==> src/rtl/seq_detect_pkg.sv <==
// rtl/seq_detect_pkg.sv - state encoding and sizing helper shared by seq_detect RTL and benches
package seq_detect_pkg;

    // Session states of the controller.
    typedef enum logic [1:0] {
        ST_IDLE   = 2'd0,
        ST_HUNT   = 2'd1,
        ST_REPORT = 2'd2,
        ST_DONE   = 2'd3
    } state_t;

    // Width of a counter that must hold the values 0..pat_w inclusive.
    function automatic int fill_width(input int pat_w);
        return $clog2(pat_w + 1);
    endfunction

endpackage

==> src/rtl/seq_shift_cmp.sv <==
// rtl/seq_shift_cmp.sv - pattern history shift register, fill counter and combinational compare
module seq_shift_cmp
    import seq_detect_pkg::*;
#(
    parameter int PAT_W = 4
) (
    input  logic             clk,
    input  logic             rst_n,
    input  logic             clear,
    input  logic             shift_en,
    input  logic             in_bit,
    input  logic [PAT_W-1:0] pattern,
    output logic             hit
);

    localparam int FILL_W = fill_width(PAT_W);
    localparam logic [FILL_W-1:0] FILL_FULL = FILL_W'(PAT_W);
    localparam logic [FILL_W-1:0] FILL_NEAR = FILL_W'(PAT_W - 1);

    // Only the newest PAT_W-1 bits need storing: the incoming bit completes the window.
    logic [PAT_W-2:0]  hist;
    logic [FILL_W-1:0] fill;
    logic [PAT_W-1:0]  window;

    assign window = {hist, in_bit};

    // A hit needs a full window once the incoming bit is counted (fill + 1 >= PAT_W).
    assign hit = (fill >= FILL_NEAR) && (window == pattern);

    // Shift the incoming bit into history and count valid bits, saturating at PAT_W.
    always_ff @(posedge clk or negedge rst_n) begin
        if (!rst_n) begin
            hist <= '0;
            fill <= '0;
        end else if (clear) begin
            hist <= '0;
            fill <= '0;
        end else if (shift_en) begin
            hist <= window[PAT_W-2:0];
            if (fill != FILL_FULL) begin
                fill <= fill + 1'b1;
            end
        end
    end

endmodule

==> src/rtl/seq_detect_ctrl.sv <==
// rtl/seq_detect_ctrl.sv - serial pattern detection session controller (optional SEQ_OVERLAP_EN)
module seq_detect_ctrl
    import seq_detect_pkg::*;
#(
    parameter int  PAT_W     = 4,
    parameter int  MAX_BITS  = 256,
    parameter int  MAX_MATCH = 8,
    localparam int CNT_W     = $clog2(MAX_BITS + 1),
    localparam int MC_W      = $clog2(MAX_MATCH + 1)
) (
    input  logic             clk,
    input  logic             rst_n,
    input  logic             cfg_we,
    input  logic [PAT_W-1:0] cfg_pattern,
    input  logic             start,
    input  logic             abort,
    input  logic             in_valid,
    input  logic             in_bit,
    output logic             in_ready,
    output logic             match_valid,
    input  logic             match_ready,
    output logic [CNT_W-1:0] match_pos,
    output logic [MC_W-1:0]  match_cnt,
    output logic             busy,
    output logic             done,
    output logic             timeout
);

    localparam logic [CNT_W-1:0] LAST_IDX   = CNT_W'(MAX_BITS - 1);
    localparam logic [CNT_W-1:0] BIT_BUDGET = CNT_W'(MAX_BITS);
    localparam logic [MC_W-1:0]  LAST_MATCH = MC_W'(MAX_MATCH - 1);

    state_t           state;
    state_t           next_state;
    logic [PAT_W-1:0] pattern;
    logic [CNT_W-1:0] bit_idx;

    logic hit;
    logic arm;
    logic consume;
    logic accept;
    logic last_bit;
    logic final_match;
    logic bits_spent;
    logic shift_clear;

    // Abort outranks everything; start only arms from IDLE or DONE.
    assign arm         = start && !abort && ((state == ST_IDLE) || (state == ST_DONE));
    assign consume     = (state == ST_HUNT) && in_valid && !abort;
    assign accept      = (state == ST_REPORT) && match_ready && !abort;
    assign last_bit    = (bit_idx == LAST_IDX);
    assign final_match = (match_cnt == LAST_MATCH);
    assign bits_spent  = (bit_idx == BIT_BUDGET);

`ifdef SEQ_OVERLAP_EN
    // History survives an accepted match so overlapping occurrences are found.
    assign shift_clear = arm;
`else
    // Each accepted match restarts the window from empty.
    assign shift_clear = arm || accept;
`endif

    seq_shift_cmp #(
        .PAT_W (PAT_W)
    ) u_shift_cmp (
        .clk      (clk),
        .rst_n    (rst_n),
        .clear    (shift_clear),
        .shift_en (consume),
        .in_bit   (in_bit),
        .pattern  (pattern),
        .hit      (hit)
    );

    // Flags decoded straight from the state register.
    assign in_ready    = (state == ST_HUNT);
    assign match_valid = (state == ST_REPORT);
    assign busy        = (state == ST_HUNT) || (state == ST_REPORT);
    assign done        = (state == ST_DONE);

    // State register.
    always_ff @(posedge clk or negedge rst_n) begin
        if (!rst_n) begin
            state <= ST_IDLE;
        end else begin
            state <= next_state;
        end
    end

    // Next-state selection: abort, then start, then bit/handshake progress.
    always_comb begin
        next_state = state;
        if (abort) begin
            next_state = ST_IDLE;
        end else begin
            case (state)
                ST_IDLE: begin
                    if (start) begin
                        next_state = ST_HUNT;
                    end
                end
                ST_HUNT: begin
                    if (in_valid) begin
                        if (hit) begin
                            next_state = ST_REPORT;
                        end else if (last_bit) begin
                            next_state = ST_DONE;
                        end
                    end
                end
                ST_REPORT: begin
                    if (match_ready) begin
                        if (final_match || bits_spent) begin
                            next_state = ST_DONE;
                        end else begin
                            next_state = ST_HUNT;
                        end
                    end
                end
                ST_DONE: begin
                    next_state = start ? ST_HUNT : ST_IDLE;
                end
                default: begin
                    next_state = ST_IDLE;
                end
            endcase
        end
    end

    // Pattern is writable only while idle so a running session never sees it change.
    always_ff @(posedge clk or negedge rst_n) begin
        if (!rst_n) begin
            pattern <= '0;
        end else if (cfg_we && (state == ST_IDLE)) begin
            pattern <= cfg_pattern;
        end
    end

    // Session bit index: cleared on arm, advanced by every consumed bit.
    always_ff @(posedge clk or negedge rst_n) begin
        if (!rst_n) begin
            bit_idx <= '0;
        end else if (arm) begin
            bit_idx <= '0;
        end else if (consume) begin
            bit_idx <= bit_idx + 1'b1;
        end
    end

    // Capture the index of the bit that completed a match; held through backpressure.
    always_ff @(posedge clk or negedge rst_n) begin
        if (!rst_n) begin
            match_pos <= '0;
        end else if (consume && hit) begin
            match_pos <= bit_idx;
        end
    end

    // Accepted-match count; left intact by abort so software can read it back.
    always_ff @(posedge clk or negedge rst_n) begin
        if (!rst_n) begin
            match_cnt <= '0;
        end else if (arm) begin
            match_cnt <= '0;
        end else if (accept) begin
            match_cnt <= match_cnt + 1'b1;
        end
    end

    // Timeout when the bit budget runs out, whether on a plain bit or after a last-bit match.
    always_ff @(posedge clk or negedge rst_n) begin
        if (!rst_n) begin
            timeout <= 1'b0;
        end else if (arm) begin
            timeout <= 1'b0;
        end else if (consume && !hit && last_bit) begin
            timeout <= 1'b1;
        end else if (accept && !final_match && bits_spent) begin
            timeout <= 1'b1;
        end
    end

endmodule

==> config.mk <==
export PLATFORM = sky130hd
export DESIGN_NAME = seq_detect_ctrl
export DESIGN_NICKNAME = d
export VERILOG_FILES = /design/src/rtl/seq_detect_pkg.sv /design/src/rtl/seq_shift_cmp.sv /design/src/rtl/seq_detect_ctrl.sv
export SDC_FILE = /design/constraint.sdc
export NUM_CORES = 1
export LEC_CHECK = 0
export ABC_CLOCK_PERIOD_IN_PS = 1950
export CAP_MARGIN = 10
export CORE_ASPECT_RATIO = 0.9
export CORE_MARGIN = 1.5
export CORE_UTILIZATION = 40
export DETAILED_ROUTE_END_ITERATION = 10
export GPL_ROUTABILITY_DRIVEN = 0
export GPL_TIMING_DRIVEN = 0
export SKIP_LAST_GASP = 1
export SYNTH_ARGS = -nofsm -noshare
export SYNTH_HDL_FRONTEND = slang
export SYNTH_HIERARCHICAL = 1
export SYNTH_SLANG_ARGS = --single-unit
==> constraint.sdc <==
create_clock -name clk -period 1.95 [get_ports clk]
set_clock_uncertainty 0.05 [all_clocks]
set_input_delay 0.39 -clock clk [delete_from_list [all_inputs] [get_ports clk]]
set_output_delay 0.39 -clock clk [all_outputs]
set_load 0.02 [all_outputs]
==> run_results.csv, run 1 <==
group,metric,value,unit
outcome,outcome,"finished, final reports clean",
route,finalWirelength,3.86,mm
synthesis,synth.lib_cells_used.distinct,38,
synthesis,synth.avg_cell_area,11.2,um2
sta,setup_slack_after_layout,27.1,ps
synthesis,synth-edff-count,0,
route,route.detailed.vias_per_inst,4.71,
layout,layout-drive-gt1-share,28.2,%
clocking,clockBufferDepth,2,
sta,actual_slew_at_the_worst_max_slew_pin,775,ps
synthesis,syn-num-nets,187,
sta,timing.final.crit_period,1920,ps
floorplan,fp.coreArea,0.00443,mm2
synthesis,postSynthRegisterBits,35,
grt,groute.usage.overall,17.4,%
place,port-buffer-count,29,
synthesis,synth-seq-area-share,48.0,%
route,detail_route.drc_violations,0,
sta,maxSlewViolCount,0,
route,wire_per_inst,13.9,um
route,postRouteAntennaNets,0,
grt,grt_start_max_net_pins,36,
sta,final-setup-viol-count,0,
floorplan,die_w,74.2,um
clocking,ctsHtreeMaxLevel,2,
route,drt-initial-drc-count,43,
sta,finalHoldViolations,0,
layout,multi_input_area,923,um2
synthesis,synthesis.instances,163,
sta,finalCritPeriodShare,98.6,%
clocking,cts.root.buffer_cell,"clkbuf_8",
critical_path,worstSetupStartpointType,"flop",
clocking,cts.sinks,35,
pwr,leakage,0.00114,uW
layout,fillerInstances,420,
layout,syn_to_final_growth,35.5,%
critical_path,worstPathRequired,1510,ps
pwr,power.density_cell_area,1060,mW/mm2
run,max_cap_violations,0,
layout,antenna_cell_count,0,
sta,rsz_0062_raised_after_global_routing,"true",
floorplan,die_h,67.1,um
critical_path,path_max_fanout,5,
layout,layout.cell_area.non_filler,0.00247,mm2
place,pre_cts_slack,-433,ps
place,placed_area,0.00219,mm2
critical_path,path_class,"reg2out",
sta,fmax,0.520,GHz
pwr,ir_drop,456,uV
layout,nets,239,
worst_hold_path,min-delay-path-class,"in2async",
synthesis,yosys_most_used_dff,"dfrtp_1",
sta,timing.max_slew.rel_slack,48.4,%
synthesis,ys_async_sr_fraction,100,%
sta,final.hold.worst_slack,127,ps
clocking,total_cts_buffers,5,
floorplan,floorplan.rows,23,
clocking,cts_tree,"built",
floorplan,initial_utilization,41.2,%
grt,aggregate_global_routing_overflow,0,
grt,grt_pass1_wl,6.29,mm
pwr,report.power.total,2610,uW
layout,final-seq-area,883,um2
grt,grt_pass1_vias,1281,
synthesis,synthesis.yosys.warnings,6,
critical_path,worst-endpoint-arrival,1480,ps
synthesis,post_synth_instance_area,0.00182,mm2
place,dp_hpwl,2.66,mm
clocking,cts_hold_buf,0,
critical_path,worstSetupEndpointType,"output port",
route,drt_first_pass_iters,4,
floorplan,fp.dieArea,0.00498,mm2
floorplan,pin_count,30,
clocking,clock_latency,290,ps
grt,grt_antenna_before_repair,0,
clocking,clkTransAtPathRegs,70,ps
route,route.vias.total,1309,
## registers in the layout (all words and copies together), names as in the netlist
register	count
timeout	1
pattern	4
bit_idx	9
match_pos	9
state	2
match_cnt	4
u_shift_cmp/hist	3
u_shift_cmp/fill	3
## final timing paths
check	start	endpoint	slack, ps	depth (start not counted)
min in group clk	match_pos[0]	match_pos[0]	430	2
max in group asynchronous	rst_n	u_shift_cmp/fill[2]	1180	1
worst min-delay path	rst_n	match_cnt[2]	130	1
worst max-delay path	state[0]	match_valid	30	3
worst max register to register	u_shift_cmp/fill[1]	match_pos[5]	50	7
worst min register to register	match_pos[0]	match_pos[0]	430	2
## logic make-up (layout without fill, tap and decap cells)
kind of cell | after synthesis | count (layout) | synth area share (%)
XOR/XNOR | 15 | 15 | 7.20
adder cells (fa/ha/maj) | 12 | 12 | 8.23
AND/OR/NAND/NOR | 49 | 49 | 15.0
flip-flops | 35 | 35 | 48.0
multiplexers | 17 | 17 | 10.0
buffers and inverters | 17 | 70 | 4.59
AO/OA/AOI/OAI | 18 | 18 | 6.93
## cells in the final DEF (no fill, tap or decap), types with 3 or more instances in the layout
| master | Yosys | layout |
|---|---|---|
| dfrtp_1 | 35 | 29 |
| clkdlybuf4s50_1 | 0 | 23 |
| nor2_1 | 20 | 20 |
| buf_4 | 1 | 17 |
| inv_1 | 12 | 11 |
| mux2_2 | 10 | 10 |
| ha_1 | 12 | 9 |
| xor2_1 | 8 | 8 |
| nand2_1 | 7 | 7 |
| xnor2_1 | 7 | 7 |
| mux2i_1 | 7 | 7 |
| clkbuf_8 | 0 | 7 |
| dfrtp_2 | 0 | 6 |
| a21oi_1 | 5 | 5 |
| o21ai_0 | 5 | 4 |
| nand4_1 | 4 | 4 |
| dlygate4sd2_1 | 0 | 4 |
| buf_6 | 2 | 3 |
| nand3_1 | 3 | 3 |
## Yosys cell counts, drive strengths merged, types with 2 or more instances
library cell	instances	share of area, %
a211oi	2	0.82
a21oi	5	1.4
and3	2	0.75
and3b	2	1.0
and4	2	1.0
buf	4	1.9
dfrtp	35	48
ha	12	8.2
inv	12	2.5
mux2	10	6.2
mux2i	7	3.8
nand2	8	1.8
nand3	3	0.82
nand4	4	1.4
nor2	20	4.1
nor3	2	0.55
nor4b	2	2.1
o21ai	5	1.4
xnor2	7	3.4
xor2	8	3.8
## where the power goes
| group | internal [uW] | switching, uW |
|---|---|---|
| clock network | 322 | 252 |
| registers | 873 | 138 |
| logic | 495 | 531 |
## per-stage QoR
stage,TNS [ps],std cells,utilization (%)
2_1_floorplan,0,163,-
3_3_place_gp,-14530,254,49.5
3_5_place_dp,-5440,254,49.4
4_1_cts,0,265,52.5
5_1_grt,-224,278,55.8
6_report,0,278,55.8
## critical path, cell delays in order (launching register included)
cell and delay (ps):
dfrtp_1 420, inv_1 150, ha_1 270, dlygate4sd2_1 360
## repair_timing
action                                  CTS  global route
pin swaps                                 7             6
endpoints found under the hold margin     0             0
setup buffers                             3            14
gates resized for setup                  12            14
endpoints found under the setup margin   26            13
## routing by layer
metal | up-vias | global-route usage (%) | part of all wire, %
li1 | 654 | - | -
met1 | 635 | 22.1 | 44
met2 | 15 | 27.0 | 51
met3 | 5 | 4.99 | 2.7
met4 | 0 | 8.33 | 2.0
met5 | - | 0 | 0
## area by class of cell
type	instances	share of cell area (%)
Buffer	4	1.57
Clock buffer	8	4.05
Inverter	12	1.82
Multi-Input combinational cell	111	37.4
Sequential cell	35	35.7
Tap cell	62	3.14
Timing Repair Buffer	46	16.3
No activity file was read; power rests on OpenSTA's default activity.
==> run 2, diff against run 1 <==
--- a/config.mk
+++ b/config.mk
@@ -12,9 +12,8 @@
 export CORE_UTILIZATION = 40
 export DETAILED_ROUTE_END_ITERATION = 10
 export GPL_ROUTABILITY_DRIVEN = 0
-export GPL_TIMING_DRIVEN = 0
+export PLACE_DENSITY = 0.74
 export SKIP_LAST_GASP = 1
 export SYNTH_ARGS = -nofsm -noshare
 export SYNTH_HDL_FRONTEND = slang
-export SYNTH_HIERARCHICAL = 1
 export SYNTH_SLANG_ARGS = --single-unit
==> run 2 against run 1 <==
  * The run now ends with setup timing left
  * First-iteration DRC count down 33%
  * Synthesized area is 0.89% lower
  * Register-to-register slack got worse by 80 ps
  * Non-clock buffer count down 6
  * Power down 15%
  * Global-route usage down 1.7 points
  * Routed wire length down 10%
==> run_results.csv, run 2 <==
group,metric,value,unit
critical_path,worst_path_dominant_cell_family,"compound AO/OA/AOI/OAI gates",
pwr,report.power.total,2230,uW
sta,fmax,0.506,GHz
floorplan,floorplan.rows,23,
layout,nets,235,
worst_hold_path,min-delay-path-class,"reg2reg",
critical_path,critical_path.n_buffers_inverters,1,
route,route.vias.total,1333,
critical_path,worstSetupEndpointType,"flop",
synthesis,synth-seq-area-share,48.4,%
critical_path,timing.critical_path.slowest_stage_cell,"a2111oi_0",
synthesis,ys_async_sr_fraction,100,%
outcome,failed_checks,"setup timing",
grt,grt_pass1_wl,5.75,mm
clocking,clkTransAtPathRegs,70,ps
layout,instances_no_fill,273,
grt,aggregate_global_routing_overflow,0,
place,dpl.cell_count,265,
layout,most-common-layout-cells,"dfrtp_1 (35), clkdlybuf4s50_1 (25), nor2_1 (16)",
clocking,cts.root.buffer_cell,"clkbuf_8",
synthesis,synth.most_common_cell,"dfrtp_1",
sta,finalCritPeriodShare,101,%
grt,grt_pass1_vias,1274,
clocking,cts.sinks,35,
synthesis,post-synth-top-area-fraction,48.4,%
synthesis,synth.lib_cells_used.distinct,37,
route,route.detailed.vias_per_inst,4.88,
route,wire_per_inst,12.7,um
synthesis,main_combinational_cell_family_by_area_after_synthesis,"simple AND/OR/NAND/NOR gates",
critical_path,timing.critical_path.cells,"inv_1 > ha_1 > nand2b_1 > o221ai_1 > a2111oi_0 > a221oi_1",
synthesis,synth_area_leaders,"dfrtp_1 (48%), ha_1 (8.3%), mux2_2 (3.7%)",
synthesis,synth_xor_area_share,6.30,%
critical_path,worstSetupStartpointType,"flop",
sta,setup_slack_after_layout,-25.3,ps
layout,antenna_cell_count,0,
route,drt-initial-drc-count,29,
clocking,clock_latency,280,ps
floorplan,die_w,73.9,um
floorplan,initial_utilization,41.1,%
layout,layout.cell_area.non_filler,0.00237,mm2
synthesis,synth-compound-area-share,9.90,%
sta,actual_slew_at_the_worst_max_slew_pin,552,ps
route,detail_route.drc_violations,0,
grt,groute.usage.overall,15.7,%
layout,layout-drive-gt1-share,18.0,%
sta,rsz_0062_raised_after_global_routing,"true",
pwr,leakage,0.00112,uW
synthesis,synth_area_leader_cell,"dfrtp_1",
clocking,ctsHtreeMaxLevel,2,
route,postRouteAntennaNets,0,
sta,final-setup-viol-count,1,
grt,grt_antenna_before_repair,0,
pwr,power.density_cell_area,939,mW/mm2
sta,finalHoldViolations,0,
clocking,total_cts_buffers,5,
critical_path,critical_path.max_stage_delay,480,ps
synthesis,post_synth_instance_area,0.00181,mm2
grt,grt_start_max_net_pins,36,
route,finalWirelength,3.46,mm
clocking,cts_tree,"built",
synthesis,yosys_most_used_dff,"dfrtp_1",
place,pre_cts_slack,-152,ps
synthesis,synthesis.instances,164,
floorplan,fp.dieArea,0.00493,mm2
route,drt_first_pass_iters,4,
critical_path,path_class,"reg2reg",
floorplan,fp.coreArea,0.00440,mm2
synthesis,synth.top_cells.by_count,"dfrtp_1 (35), nor2_1 (17), ha_1 (12), nand2_1 (12), inv_1 (10)",
layout,layout_commonest_cell,"dfrtp_1",
place,placed_area,0.00225,mm2
sta,final.hold.worst_slack,437,ps
pwr,ir_drop,695,uV
critical_path,worst-endpoint-arrival,2050,ps
synthesis,synth-edff-count,0,
floorplan,die_h,66.8,um
sta,timing.max_slew.rel_slack,62.3,%
synthesis,post_synth_mux_area_share,7.61,%
run,max_cap_violations,0,
synthesis,synth.avg_cell_area,11.0,um2
sta,maxSlewViolCount,0,
floorplan,pin_count,30,
synthesis,postSynthRegisterBits,35,
layout,reg_top3,"bit_idx x9, match_pos x9",
place,port-buffer-count,29,
layout,syn_to_final_growth,31.3,%
synthesis,synthesis.yosys.warnings,0,
synthesis,yosys.area_share.simple,15.5,%
clocking,clockBufferDepth,2,
outcome,outcome,"finished, violations left",
synthesis,adder_cell_share_of_the_synthesized_area,8.30,%
critical_path,path_max_fanout,5,
place,dp_hpwl,2.58,mm
critical_path,worstPathRequired,2030,ps
sta,timing.final.crit_period,1980,ps
synthesis,syn-num-nets,188,
==> run 2: changes by cell type after synthesis, moves of 3 or more <==
cell	before	now
mux2i_1	7	1
nand2_1	7	12
mux2_2	10	6
a22o_1	0	3
nor2_1	20	17
nand2b_1	1	4
mux2_4	0	4
==> run 2: cell type report <==
cell class	count	area (um2)
sequential	35	876
clock buffer	6	72.6
timing repair buffer	44	404
multi-input combinational	115	876
inverter	10	37.5
clock inverter	1	30.0
tap	62	77.6
fill	403	2030
==> run 2: path summary, 6_finish.rpt <==
path	start	end	slack, ps	depth (start not counted)
setup / recovery	state[0]	state[0]	-30	6
hold / removal	match_pos[1]	match_pos[1]	440	2
setup reg to reg	state[0]	state[0]	-30	6
hold reg to reg	match_pos[1]	match_pos[1]	440	2
max in group asynchronous	rst_n	timeout	1070	2
min in group asynchronous	rst_n	match_pos[6]	470	2
==> run 2: cell families (layout without fill, tap and decap cells) <==
family / count (synthesis) / in the layout
simple gates: 52 / 52
fa+ha+maj: 12 / 12
mux: 11 / 11
flops: 35 / 35
compound gates: 27 / 27
xor+xnor: 13 / 13
buf+inv: 14 / 61
==> run 2: tightest hold or removal path, cell delays in order (launching register included) <==
cell,delay (ps)
dfrtp_1,350
nand2_1,50
o21ai_0,60
==> run 2: through the flow <==
step | utilization [%] | setup TNS, ps
final | 53.9 | -25.3
after detailed placement | 51.1 | -1100
after CTS | 53.3 | 0
after floorplan | - | 0
after global routing | 53.9 | -102
after global placement | 51.1 | -825
==> run 2: per-layer routing <==
| metal | global-route usage (%) | vias up | wire length [um] |
|---|---|---|---|
| met5 | 0 | - | 0 |
| met4 | 6.94 | 0 | 67 |
| met3 | 4.08 | 6 | 139 |
| met2 | 23.4 | 38 | 1510 |
| met1 | 21.3 | 628 | 1750 |
| li1 | - | 661 | - |
==> run 2: power breakdown <==
| part | total (uW) | switching, uW | internal [uW] |
|---|---|---|---|
| combinational | 690 | 356 | 334 |
| clock | 620 | 246 | 374 |
| sequential | 918 | 92.4 | 826 |
==> run 2: what timing repair did <==
action | in CTS | in global routing
setup endpoints to repair | 3 | 13
gates resized for setup | 3 | 5
endpoints found under the hold margin | 0 | 0
buffers inserted | 0 | 1
hold buffers | 0 | 0
==> run 3, diff against run 2 <==
--- a/config.mk
+++ b/config.mk
@@ -5,14 +5,14 @@
 export SDC_FILE = /design/constraint.sdc
 export NUM_CORES = 1
 export LEC_CHECK = 0
-export ABC_CLOCK_PERIOD_IN_PS = 1950
+export ABC_CLOCK_PERIOD_IN_PS = 2250
 export CAP_MARGIN = 10
 export CORE_ASPECT_RATIO = 0.9
 export CORE_MARGIN = 1.5
-export CORE_UTILIZATION = 40
+export CORE_UTILIZATION = 52
 export DETAILED_ROUTE_END_ITERATION = 10
 export GPL_ROUTABILITY_DRIVEN = 0
-export PLACE_DENSITY = 0.74
+export PLACE_DENSITY = 0.89
 export SKIP_LAST_GASP = 1
 export SYNTH_ARGS = -nofsm -noshare
 export SYNTH_HDL_FRONTEND = slang
==> constraint.sdc (replaced) <==
create_clock -name clk -period 2.25 [get_ports clk]
set_clock_uncertainty 0.05 [all_clocks]
set_input_delay 0.45 -clock clk [delete_from_list [all_inputs] [get_ports clk]]
set_output_delay 0.45 -clock clk [all_outputs]
set_load 0.02 [all_outputs]
==> run 3 against run 2 <==
  * Worst hold slack better by 19 ps
  * Routed wire length fell by 1.5%
  * Clock power shrank 35%
  * Die area fell by 22%
  * Power is 21% lower
  * Critical path depth is 3 lower
  * Critical path type is now reg2out
  * Register-to-register slack gained 310 ps
  * Sequential cell count is the same
  * The flow now finishes without violations
  * Non-clock buffer count is 10 lower
  * Critical endpoint is now busy
  * Sequential power decreased by 13%
  * Core utilization increased by 13 points
==> run_results.csv, run 3 (synthesis results as in run 2) <==
group,metric,value,unit
route,dr_wl_met3,152,um
critical_path,reg2reg_from,"state[1]",
grt,grt_pass1_wl,5.71,mm
critical_path,worstSetupStartpointType,"flop",
grt,groute.usage.overall,19.8,%
sta,final-setup-viol-count,0,
layout,multi_input_area,861,um2
pwr,power.density_cell_area,791,mW/mm2
floorplan,initial_utilization,53.9,%
grt,grt_antenna_before_repair,0,
grt,grt_start_max_net_pins,36,
worst_hold_path,worstHoldEndpoint,"match_pos[8]",
layout,fillerInstances,280,
route,drt_first_pass_iters,4,
place,placed_area,0.00216,mm2
floorplan,die_h,58.9,um
route,finalWirelength,3.41,mm
clocking,clkTransAtPathRegs,60,ps
layout,antenna_cell_count,0,
layout,final-seq-area,876,um2
critical_path,worstPathRequired,1750,ps
clocking,total_cts_buffers,5,
route,wire_per_inst,14.0,um
route,postRouteAntennaNets,0,
layout,nets,225,
layout,final_util,66.4,%
clocking,cts.root.buffer_cell,"clkbuf_8",
clocking,cts.sinks,35,
floorplan,floorplan.rows,20,
critical_path,timing.critical_path.slowest_stage_cell,"clkdlybuf4s50_1",
pwr,ir_drop,622,uV
sta,finalHoldViolations,0,
route,wl_met1,1.59,mm
sta,rsz_0062_raised_after_global_routing,"false",
place,port-buffer-count,29,
clocking,cts_post_setup_buffers_inserted,0,
layout,layout_commonest_cell,"dfrtp_1",
clocking,cts_tree,"built",
critical_path,worstSetupStartpoint,"state[1]",
sta,final.hold.worst_slack,456,ps
floorplan,pin_count,30,
clocking,clockBufferDepth,2,
grt,aggregate_global_routing_overflow,0,
clocking,clock_latency,280,ps
route,route.detailed.vias_per_inst,5.45,
route,detail_route.drc_violations,0,
grt,grt_pass1_vias,1290,
outcome,outcome,"finished, final reports clean",
pwr,leakage,0.00104,uW
route,dr_wl_met2,1.61,mm
sta,timing.max_slew.rel_slack,71.2,%
critical_path,path_max_fanout,4,
place,dp_hpwl,2.58,mm
critical_path,worst-endpoint-arrival,1690,ps
sta,finalCritPeriodShare,97.5,%
sta,timing.final.crit_period,2190,ps
sta,fmax,0.456,GHz
layout,layout.cell_area.non_filler,0.00223,mm2
layout,syn_to_final_growth,23.2,%
sta,timing.setup.tns,0,ps
floorplan,fp.coreArea,0.00335,mm2
floorplan,fp.dieArea,0.00384,mm2
critical_path,path_class,"reg2out",
route,route.vias.total,1330,
run,max_cap_violations,0,
critical_path,worstSetupEndpointType,"output port",
sta,maxSlewViolCount,0,
route,routed.top_layer,"met4",
critical_path,critical_path.max_stage_delay,600,ps
pwr,report.power.total,1760,uW
critical_path,reg2reg_slack,280,ps
route,drt-initial-drc-count,54,
layout,most-common-layout-cells,"dfrtp_1 (35), clkdlybuf4s50_1 (27), nor2_1 (17)",
clocking,ctsHtreeMaxLevel,2,
worst_hold_path,min_from,"match_pos[8]",
critical_path,timing.reg2reg.worst_path_depth,6,
layout,layout-drive-gt1-share,12.5,%
worst_hold_path,worst_hold_path.num_cells,2,
worst_hold_path,min-delay-path-class,"reg2reg",
critical_path,r2r-end,"bit_idx[7]",
floorplan,die_w,65.2,um
sta,actual_slew_at_the_worst_max_slew_pin,432,ps
critical_path,timing.critical_path.cells,"inv_1 > ha_1 > clkdlybuf4s50_1",
layout,reg_top3,"bit_idx x9, match_pos x9",
run 3: cell types whose count changed in the layout (fill, tap and decap cells not counted), sizes merged:
cell	before	now
clkdlybuf4s15	2	0
clkdlybuf4s50	25	27
dlymetal6s2s	1	0
dlygate4sd2	1	2
bufinv	1	0
buf	15	5
run 3: final cells by class:
type,count,share of cell area [%]
multi-input cells,115,38.7
clock buffers,6,3.26
inverters,10,1.69
well taps,44,2.47
repair buffers,34,14.6
flip-flops and latches,35,39.3
run 3: repair_timing:
action                                  CTS  global route
hold buffers                              0             0
hold endpoints to repair                  0             0
endpoints found under the setup margin    2             0
gates resized for setup                   2             0
run 3: worst max-delay path: cells and delay by family, from the launching register on:
kind       cells  cell delay [ps]
flops          1              400
buf+inv        2              710
fa+ha+maj      1              300
run 3: how the worst max path moves through the flow:
stage / end / slack (ps) / depth (start not counted)
after floorplan: match_pos[2] / 280 / 6
after global placement: match_pos[6] / 140 / 5
after detailed placement: state[0] / 70 / 6
after CTS: busy / 60 / 3
after global routing: busy / 4 / 3
final: busy / 60 / 3
run 3: per-layer routing:
| layer | vias up | track usage, % |
|---|---|---|
| met5 | - | 0 |
| met4 | 0 | 8.04 |
| met3 | 6 | 4.02 |
| met2 | 47 | 33.3 |
| met1 | 633 | 25.3 |
| li1 | 644 | - |
run 3: metrics by stage:
step	instances	worst slack, ps
2_1_floorplan	164	276
3_3_place_gp	238	139
3_5_place_dp	238	72.8
4_1_cts	244	56.2
5_1_grt	244	3.81
6_report	244	55.7
run 3: power breakdown:
part,internal (uW),leakage (uW),switching (uW),total [uW]
Sequential,716,0.000476,85.9,802
Combinational,264,0.000524,291,555
Clock,206,0.0000371,198,404
